## src/rtl/hazard_scoreboard_pkg.sv

```systemverilog
// hazard_pkg: shared widths, types and helpers for the hazard scoreboard.
// Provides reg_addr_t / busy_mask_t plus the per-register "blocking" test
// used by the hazard checker so both files agree on its exact definition.
package hazard_pkg;

  localparam int REG_ADDR_W = 5;
  localparam int NUM_REGS   = 32;

  typedef logic [REG_ADDR_W-1:0] reg_addr_t;
  typedef logic [NUM_REGS-1:0]   busy_mask_t;

  // One-hot decode of a register address.
  function automatic busy_mask_t reg_onehot(input reg_addr_t addr);
    busy_mask_t m;
    m       = '0;
    m[addr] = 1'b1;
    return m;
  endfunction

  // A register blocks Decode when it has a pending long producer, is not x0,
  // and is not being written back this cycle through the write-through path.
  function automatic logic reg_blocking(input busy_mask_t busy,
                                        input reg_addr_t  r,
                                        input logic       wb_valid,
                                        input reg_addr_t  wb_addr,
                                        input logic       bypass);
    return busy[r] && (r != '0) && !(bypass && wb_valid && (wb_addr == r));
  endfunction

endpackage

```

## src/rtl/sb_hazard_check.sv

```systemverilog
// sb_hazard_check: combinational RAW / WAW / capacity evaluation for Decode.
// Latency: purely combinational. Backpressure: none; results feed o_stall_D.
// Ports: busy mask + pending count in, Decode operands and writeback in,
//        raw / waw / full hazard flags out.
module sb_hazard_check
  import hazard_pkg::*;
#(
  parameter int MAX_OUTSTANDING = 4,
  parameter int WB_BYPASS       = 1,
  parameter int CNT_W           = 3
) (
  input  logic [NUM_REGS-1:0]   busy,
  input  logic [CNT_W-1:0]      cnt,
  input  logic [REG_ADDR_W-1:0] rs1_addr,
  input  logic [REG_ADDR_W-1:0] rs2_addr,
  input  logic                  rs1_used,
  input  logic                  rs2_used,
  input  logic [REG_ADDR_W-1:0] rd_addr,
  input  logic                  rd_wren,
  input  logic                  is_long,
  input  logic                  wb_valid,
  input  logic [REG_ADDR_W-1:0] wb_addr,
  output logic                  raw,
  output logic                  waw,
  output logic                  full
);

  localparam logic BYPASS = (WB_BYPASS != 0);

  logic rs1_blk;
  logic rs2_blk;
  logic rd_blk;
  logic wb_frees_slot;

  always_comb begin
    rs1_blk = reg_blocking(busy, rs1_addr, wb_valid, wb_addr, BYPASS);
    rs2_blk = reg_blocking(busy, rs2_addr, wb_valid, wb_addr, BYPASS);
    rd_blk  = reg_blocking(busy, rd_addr,  wb_valid, wb_addr, BYPASS);

    // A legal writeback frees a slot at this edge regardless of bypass mode,
    // so a full table does not need to stall the incoming long op.
    wb_frees_slot = wb_valid && busy[wb_addr];

    raw  = (rs1_used && rs1_blk) || (rs2_used && rs2_blk);
    waw  = rd_wren && rd_blk;
    full = is_long && rd_wren && (rd_addr != '0) &&
           (cnt == CNT_W'(MAX_OUTSTANDING)) && !wb_frees_slot;
  end

endmodule

```

## src/rtl/hazard_scoreboard.sv

```systemverilog
// hazard_scoreboard: tracks registers with an outstanding long-latency write
// and stalls Decode on RAW/WAW hazards or when the pending table is full.
// Latency: stall is combinational; reservation visible 1 cycle after issue,
// release same cycle (WB_BYPASS=1) or next cycle (WB_BYPASS=0).
// Backpressure: o_stall_D holds Fetch/Decode; i_hold_D blocks issue only.
// Optional macro SB_STATS_EN adds o_stall_cycles / o_hazard_raw_cycles.
// Ports:
//   i_clk, i_reset            clock, synchronous active-high reset
//   i_*_D                     Decode instruction fields
//   i_flush_E                 squash the instruction issued last cycle
//   i_wb_valid, i_wb_addr     long-op completion
//   o_stall_D                 combinational Decode stall
//   o_busy_mask, o_pending_cnt, o_wb_err   registered status
module hazard_scoreboard
  import hazard_pkg::*;
#(
  parameter int MAX_OUTSTANDING = 4,
  parameter int WB_BYPASS       = 1
) (
  input  logic                                 i_clk,
  input  logic                                 i_reset,
  input  logic                                 i_valid_D,
  input  logic                                 i_hold_D,
  input  logic [4:0]                           i_rs1_addr_D,
  input  logic [4:0]                           i_rs2_addr_D,
  input  logic                                 i_rs1_used_D,
  input  logic                                 i_rs2_used_D,
  input  logic [4:0]                           i_rd_addr_D,
  input  logic                                 i_rd_wren_D,
  input  logic                                 i_long_D,
  input  logic                                 i_flush_E,
  input  logic                                 i_wb_valid,
  input  logic [4:0]                           i_wb_addr,
  output logic                                 o_stall_D,
  output logic [31:0]                          o_busy_mask,
  output logic [$clog2(MAX_OUTSTANDING+1)-1:0] o_pending_cnt,
  output logic                                 o_wb_err
`ifdef SB_STATS_EN
  ,
  output logic [31:0]                          o_stall_cycles,
  output logic [31:0]                          o_hazard_raw_cycles
`endif
);

  localparam int CNT_W = $clog2(MAX_OUTSTANDING + 1);

  // State
  busy_mask_t       busy_q;
  logic [CNT_W-1:0] cnt_q;
  reg_addr_t        last_rd_q;
  logic             last_vld_q;
  logic             wb_err_q;

  // Hazard evaluation
  logic raw;
  logic waw;
  logic full;

  sb_hazard_check #(
    .MAX_OUTSTANDING(MAX_OUTSTANDING),
    .WB_BYPASS      (WB_BYPASS),
    .CNT_W          (CNT_W)
  ) u_check (
    .busy    (busy_q),
    .cnt     (cnt_q),
    .rs1_addr(i_rs1_addr_D),
    .rs2_addr(i_rs2_addr_D),
    .rs1_used(i_rs1_used_D),
    .rs2_used(i_rs2_used_D),
    .rd_addr (i_rd_addr_D),
    .rd_wren (i_rd_wren_D),
    .is_long (i_long_D),
    .wb_valid(i_wb_valid),
    .wb_addr (i_wb_addr),
    .raw     (raw),
    .waw     (waw),
    .full    (full)
  );

  // Next-state logic
  logic             issue;
  logic             issue_long;
  logic             wb_hit;
  logic             flush_undo;
  busy_mask_t       set_mask;
  busy_mask_t       clr_mask;
  logic [1:0]       n_clr;
  busy_mask_t       busy_nxt;
  logic [CNT_W-1:0] cnt_nxt;

  always_comb begin
    o_stall_D  = i_valid_D && (raw || waw || full);
    issue      = i_valid_D && !o_stall_D && !i_hold_D;
    issue_long = issue && i_long_D && i_rd_wren_D && (i_rd_addr_D != '0);

    // busy_q[0] is never set, so this also rejects writebacks to x0.
    wb_hit     = i_wb_valid && busy_q[i_wb_addr];
    flush_undo = i_flush_E && last_vld_q;

    set_mask = issue_long ? reg_onehot(i_rd_addr_D) : '0;
    clr_mask = '0;
    if (wb_hit)     clr_mask = clr_mask | reg_onehot(i_wb_addr);
    if (flush_undo) clr_mask = clr_mask | reg_onehot(last_rd_q);

    // Flush-undo and writeback of the same register retire one producer.
    if (wb_hit && flush_undo && (i_wb_addr == last_rd_q)) n_clr = 2'd1;
    else n_clr = {1'b0, wb_hit} + {1'b0, flush_undo};

    // Set is applied after clear: a new producer on the retiring register
    // keeps the bit, while the count still nets +1 - 1.
    busy_nxt    = (busy_q & ~clr_mask) | set_mask;
    busy_nxt[0] = 1'b0;
    cnt_nxt     = cnt_q + CNT_W'(issue_long) - CNT_W'(n_clr);
  end

  always_ff @(posedge i_clk) begin
    if (i_reset) begin
      busy_q     <= '0;
      cnt_q      <= '0;
      last_rd_q  <= '0;
      last_vld_q <= 1'b0;
      wb_err_q   <= 1'b0;
    end else begin
      busy_q     <= busy_nxt;
      cnt_q      <= cnt_nxt;
      last_vld_q <= issue_long;
      if (issue_long) last_rd_q <= i_rd_addr_D;
      wb_err_q   <= i_wb_valid && !wb_hit;
    end
  end

  assign o_busy_mask   = busy_q;
  assign o_pending_cnt = cnt_q;
  assign o_wb_err      = wb_err_q;

`ifdef SB_STATS_EN
  logic [31:0] stall_cycles_q;
  logic [31:0] raw_cycles_q;

  // Saturating counters; raw is only meaningful while Decode holds a
  // valid instruction, so it is qualified the same way as the stall.
  always_ff @(posedge i_clk) begin
    if (i_reset) begin
      stall_cycles_q <= '0;
      raw_cycles_q   <= '0;
    end else begin
      if (o_stall_D && (stall_cycles_q != '1))
        stall_cycles_q <= stall_cycles_q + 32'd1;
      if (i_valid_D && raw && (raw_cycles_q != '1))
        raw_cycles_q <= raw_cycles_q + 32'd1;
    end
  end

  assign o_stall_cycles      = stall_cycles_q;
  assign o_hazard_raw_cycles = raw_cycles_q;
`endif

endmodule

```

## config.mk

```make
export PLATFORM = sky130hd
export DESIGN_NAME = hazard_scoreboard
export DESIGN_NICKNAME = d
export VERILOG_FILES = /design/src/rtl/hazard_scoreboard_pkg.sv /design/src/rtl/sb_hazard_check.sv /design/src/rtl/hazard_scoreboard.sv
export SDC_FILE = /design/constraint.sdc
export NUM_CORES = 1
export LEC_CHECK = 0
export CORE_ASPECT_RATIO = 1.4
export CORE_MARGIN = 5
export CORE_UTILIZATION = 35
export CTS_CLUSTER_SIZE = 24
export DETAILED_ROUTE_END_ITERATION = 8
export GPL_TIMING_DRIVEN = 0
export HOLD_SLACK_MARGIN = 0.1
export PLACE_DENSITY = 0.54
export SLEW_MARGIN = 10
export SYNTH_ARGS = -nofsm -noshare
export SYNTH_HDL_FRONTEND = slang
export SYNTH_SLANG_ARGS = --single-unit
export TNS_END_PERCENT = 50
```

## constraint.sdc

```tcl
create_clock -name i_clk -period 4.64 [get_ports i_clk]
set_input_delay 0.696 -clock i_clk [delete_from_list [all_inputs] [get_ports i_clk]]
set_output_delay 0.696 -clock i_clk [all_outputs]
set_load 0.05 [all_outputs]
```

==> results.json, run 1 <==
{
  "dr.pass1.iters": 6,
  "postCtsHoldBufs": 0,
  "r2r_cells": 15,
  "crit_chain": "clkdlybuf4s50_1 -> clkbuf_1 -> nand3b_1 -> o221ai_1 -> a221o_1 -> o21ai_0 -> o311a_1 -> buf_2 -> a21boi_0 -> dlygate4sd2_1",
  "core_area_um2": 10400,
  "antenna_found_initial": 0,
  "worst_pin_slew_ns": 0.833,
  "critPathArrivalTime_ns": 3.80,
  "status": "completed",
  "yosysWarnings": 0,
  "holdPathStages": 2,
  "drt_iter0_drc": 454,
  "maxSlewViolCount": 0,
  "place.port_buffers": 57,
  "netlist_area_um2": 3720,
  "ys.flop_type": "dfxtp_1",
  "fin_crit_ns": 4.50,
  "finalHoldViolCount": 0,
  "drc": 0,
  "startpoint_type": "input pin",
  "syn_to_final_growth_pct": 25.7,
  "grt_max_degree": 13,
  "place.gp.congestion": 0.945,
  "r2r_start": "o_busy_mask[2]",
  "synth_edf_count": 0,
  "cts_tree": "built",
  "cp_slowest_cell": "dlygate4sd2_1",
  "ios": 67,
  "synth-seq-cells": 41,
  "die_w_um": 97.1,
  "path_class": "in2out",
  "routed_wl_um": 16000,
  "die_area_um2": 12800,
  "vdd_drop_max_mv": 0.127,
  "yosysSeqAreaShare": 0.221,
  "antenna_left": 0,
  "cap_violations": 0,
  "max_freq_mhz": 222,
  "grt_pass1_wl_um": 24300,
  "fin_nets": 515,
  "drive_gt1_frac": 0.150,
  "crit_start": "i_rd_addr_D[2]",
  "syn_inst": 414,
  "crit_fanout": 10,
  "synth_cell_types": 59,
  "required_ns": 3.94,
  "antennaDiodeCount": 0,
  "grt_usage": 0.245,
  "skew_ns": 0.00322,
  "avgSynthCellArea_um2": 8.98,
  "end_kind": "primary output",
  "cts_root_buffer": "clkbuf_16",
  "grt_pass1_vias": 4038,
  "rows": 44,
  "crit_end": "o_stall_D",
  "clockBufferDepth": 2,
  "hold_path.class": "reg2reg",
  "power.density_nw_per_um2": 211,
  "r2r_setup_slack_ns": 0.99,
  "slew_headroom": 0.445,
  "cts_made_buffers": 5,
  "grt_setup_unrepaired": "no",
  "setup_violations": 0,
  "dr_total_vias": 3953,
  "synth_nets": 449,
  "crit_path_max_incr_delay_ns": 0.55,
  "htreeDepth": 2,
  "wire_per_inst_um": 25.8,
  "dp_hpwl_um": 11800,
  "start_util": 0.357,
  "final_common_cell": "o31ai_1",
  "r2r_end": "o_pending_cnt[2]",
  "grt-ovfl-total": 0,
  "routed_via_density": 6.39,
  "final_cell_mix": "57 x o31ai_1, 56 x clkdlybuf4s50_1, 41 x dfxtp_1, 21 x mux2i_1, 21 x nand2_1",
  "worst_hold_slack_ns": 0.672,
  "finalCritPeriodShare": 0.969,
  "clock_latency_ns": 0.29,
  "async_flop_share": 0,
  "clk_pin_slew_ns": 0.06,
  "clkSinkCount": 41,
  "p_total_mw": 0.987,
  "dieHeight_um": 132,
  "leakage_nw": 1.73
}
flip-flops by register name, summed over array words and instances (netlist names):
register,count
last_rd_q,5
o_wb_err,1
last_vld_q,1
o_pending_cnt,3
o_busy_mask,31
worst min path at each step:
stage	start	endpoint	slack, ns
floorplan	last_vld_q	o_busy_mask[4]	0.73
global placement	o_pending_cnt[2]	o_pending_cnt[2]	0.66
detailed placement	o_pending_cnt[0]	o_pending_cnt[0]	0.67
CTS	o_busy_mask[22]	o_busy_mask[22]	0.69
global route	o_busy_mask[23]	o_busy_mask[23]	0.73
finish	o_pending_cnt[0]	o_pending_cnt[0]	0.67
synthesized netlist by cell type (all sizes together), types with 6 or more instances:
cell type	number	area, um^2
mux2i	22	220
o41ai	8	70.1
inv	12	45.0
nand3	13	65.1
a21oi	10	50.1
o211a	12	120
mux4	19	428
and3	11	68.8
nand3b	10	75.1
o31ai	57	428
xnor2	10	87.6
nand2	22	85.1
nor3	6	30.0
xor2	12	105
dfxtp	41	821
nor2	14	52.6
buf	26	158
clkbuf	21	78.8
what timing repair did:
| action | in CTS | in global routing |
|---|---|---|
| endpoints found under the setup margin | 3 | 3 |
| buffers inserted | 0 | 4 |
| pin swaps | 0 | 2 |
| gates resized for setup | 4 | 8 |
critical path, delay by kind of cell:
family / cells / cell delay, ns
AO/OA/AOI/OAI: 5 / 1.00
buffers and inverters: 4 / 1.76
AND/OR/NAND/NOR: 1 / 0.32
logic make-up after synthesis:
logic type	Yosys count	synth area share
AOI/OAI and AO/OA	130	0.274
and+or+nand+nor	111	0.171
buffers and inverters	59	0.0757
muxes	45	0.186
DFF	41	0.221
xor gates and xnor gates	22	0.0518
adders and majority gates	5	0.0188
other	1	0.00101
metrics by stage:
stage	util	instance area (um^2)	setup TNS [ns]	std cells	worst slack (ns)
global placement	0.429	4460	-1.30	609	-0.623
CTS	0.444	4620	0	617	0.000259
detailed placement	0.429	4460	-1.23	609	-0.606
floorplan	-	3720	0	414	0.661
finish	0.449	4670	0	619	0.142
global route	0.449	4670	0	619	0.00659
report_power, final:
group	internal [mW]	switching, mW
logic	0.0927	0.158
registers	0.360	0.00761
clock network	0.228	0.141
total	0.681	0.307
metal layers:
metal  up-vias  GRT usage  wire length [um]
met4         0      0.135               853
li1       1765          -                 -
met5         -          0                 0
met3        57     0.0312              1100
met1      1911      0.293              6070
met2       220      0.423              7950
final cells by class:
| cell class | count | area, um^2 |
|---|---|---|
| buffer | 45 | 238 |
| clock buffer | 7 | 153 |
| clock inverter | 1 | 5.00 |
| fill | 1030 | 5730 |
| inverter | 12 | 45.0 |
| multi-input combinational | 314 | 2640 |
| sequential | 41 | 821 |
| tap | 138 | 173 |
| timing repair buffer | 61 | 599 |
(Power assumes the default switching activity.)
==> run 2, diff against run 1 <==
--- a/config.mk
+++ b/config.mk
@@ -8,12 +8,12 @@
 export CORE_ASPECT_RATIO = 1.4
 export CORE_MARGIN = 5
 export CORE_UTILIZATION = 35
+export CTS_CLUSTER_DIAMETER = 150
 export CTS_CLUSTER_SIZE = 24
 export DETAILED_ROUTE_END_ITERATION = 8
 export GPL_TIMING_DRIVEN = 0
 export HOLD_SLACK_MARGIN = 0.1
 export PLACE_DENSITY = 0.54
-export SLEW_MARGIN = 10
 export SYNTH_ARGS = -nofsm -noshare
 export SYNTH_HDL_FRONTEND = slang
 export SYNTH_SLANG_ARGS = --single-unit
==> results of run 2 <==
Same layout as run 1: the final DEF is identical, and so are final timing and power.
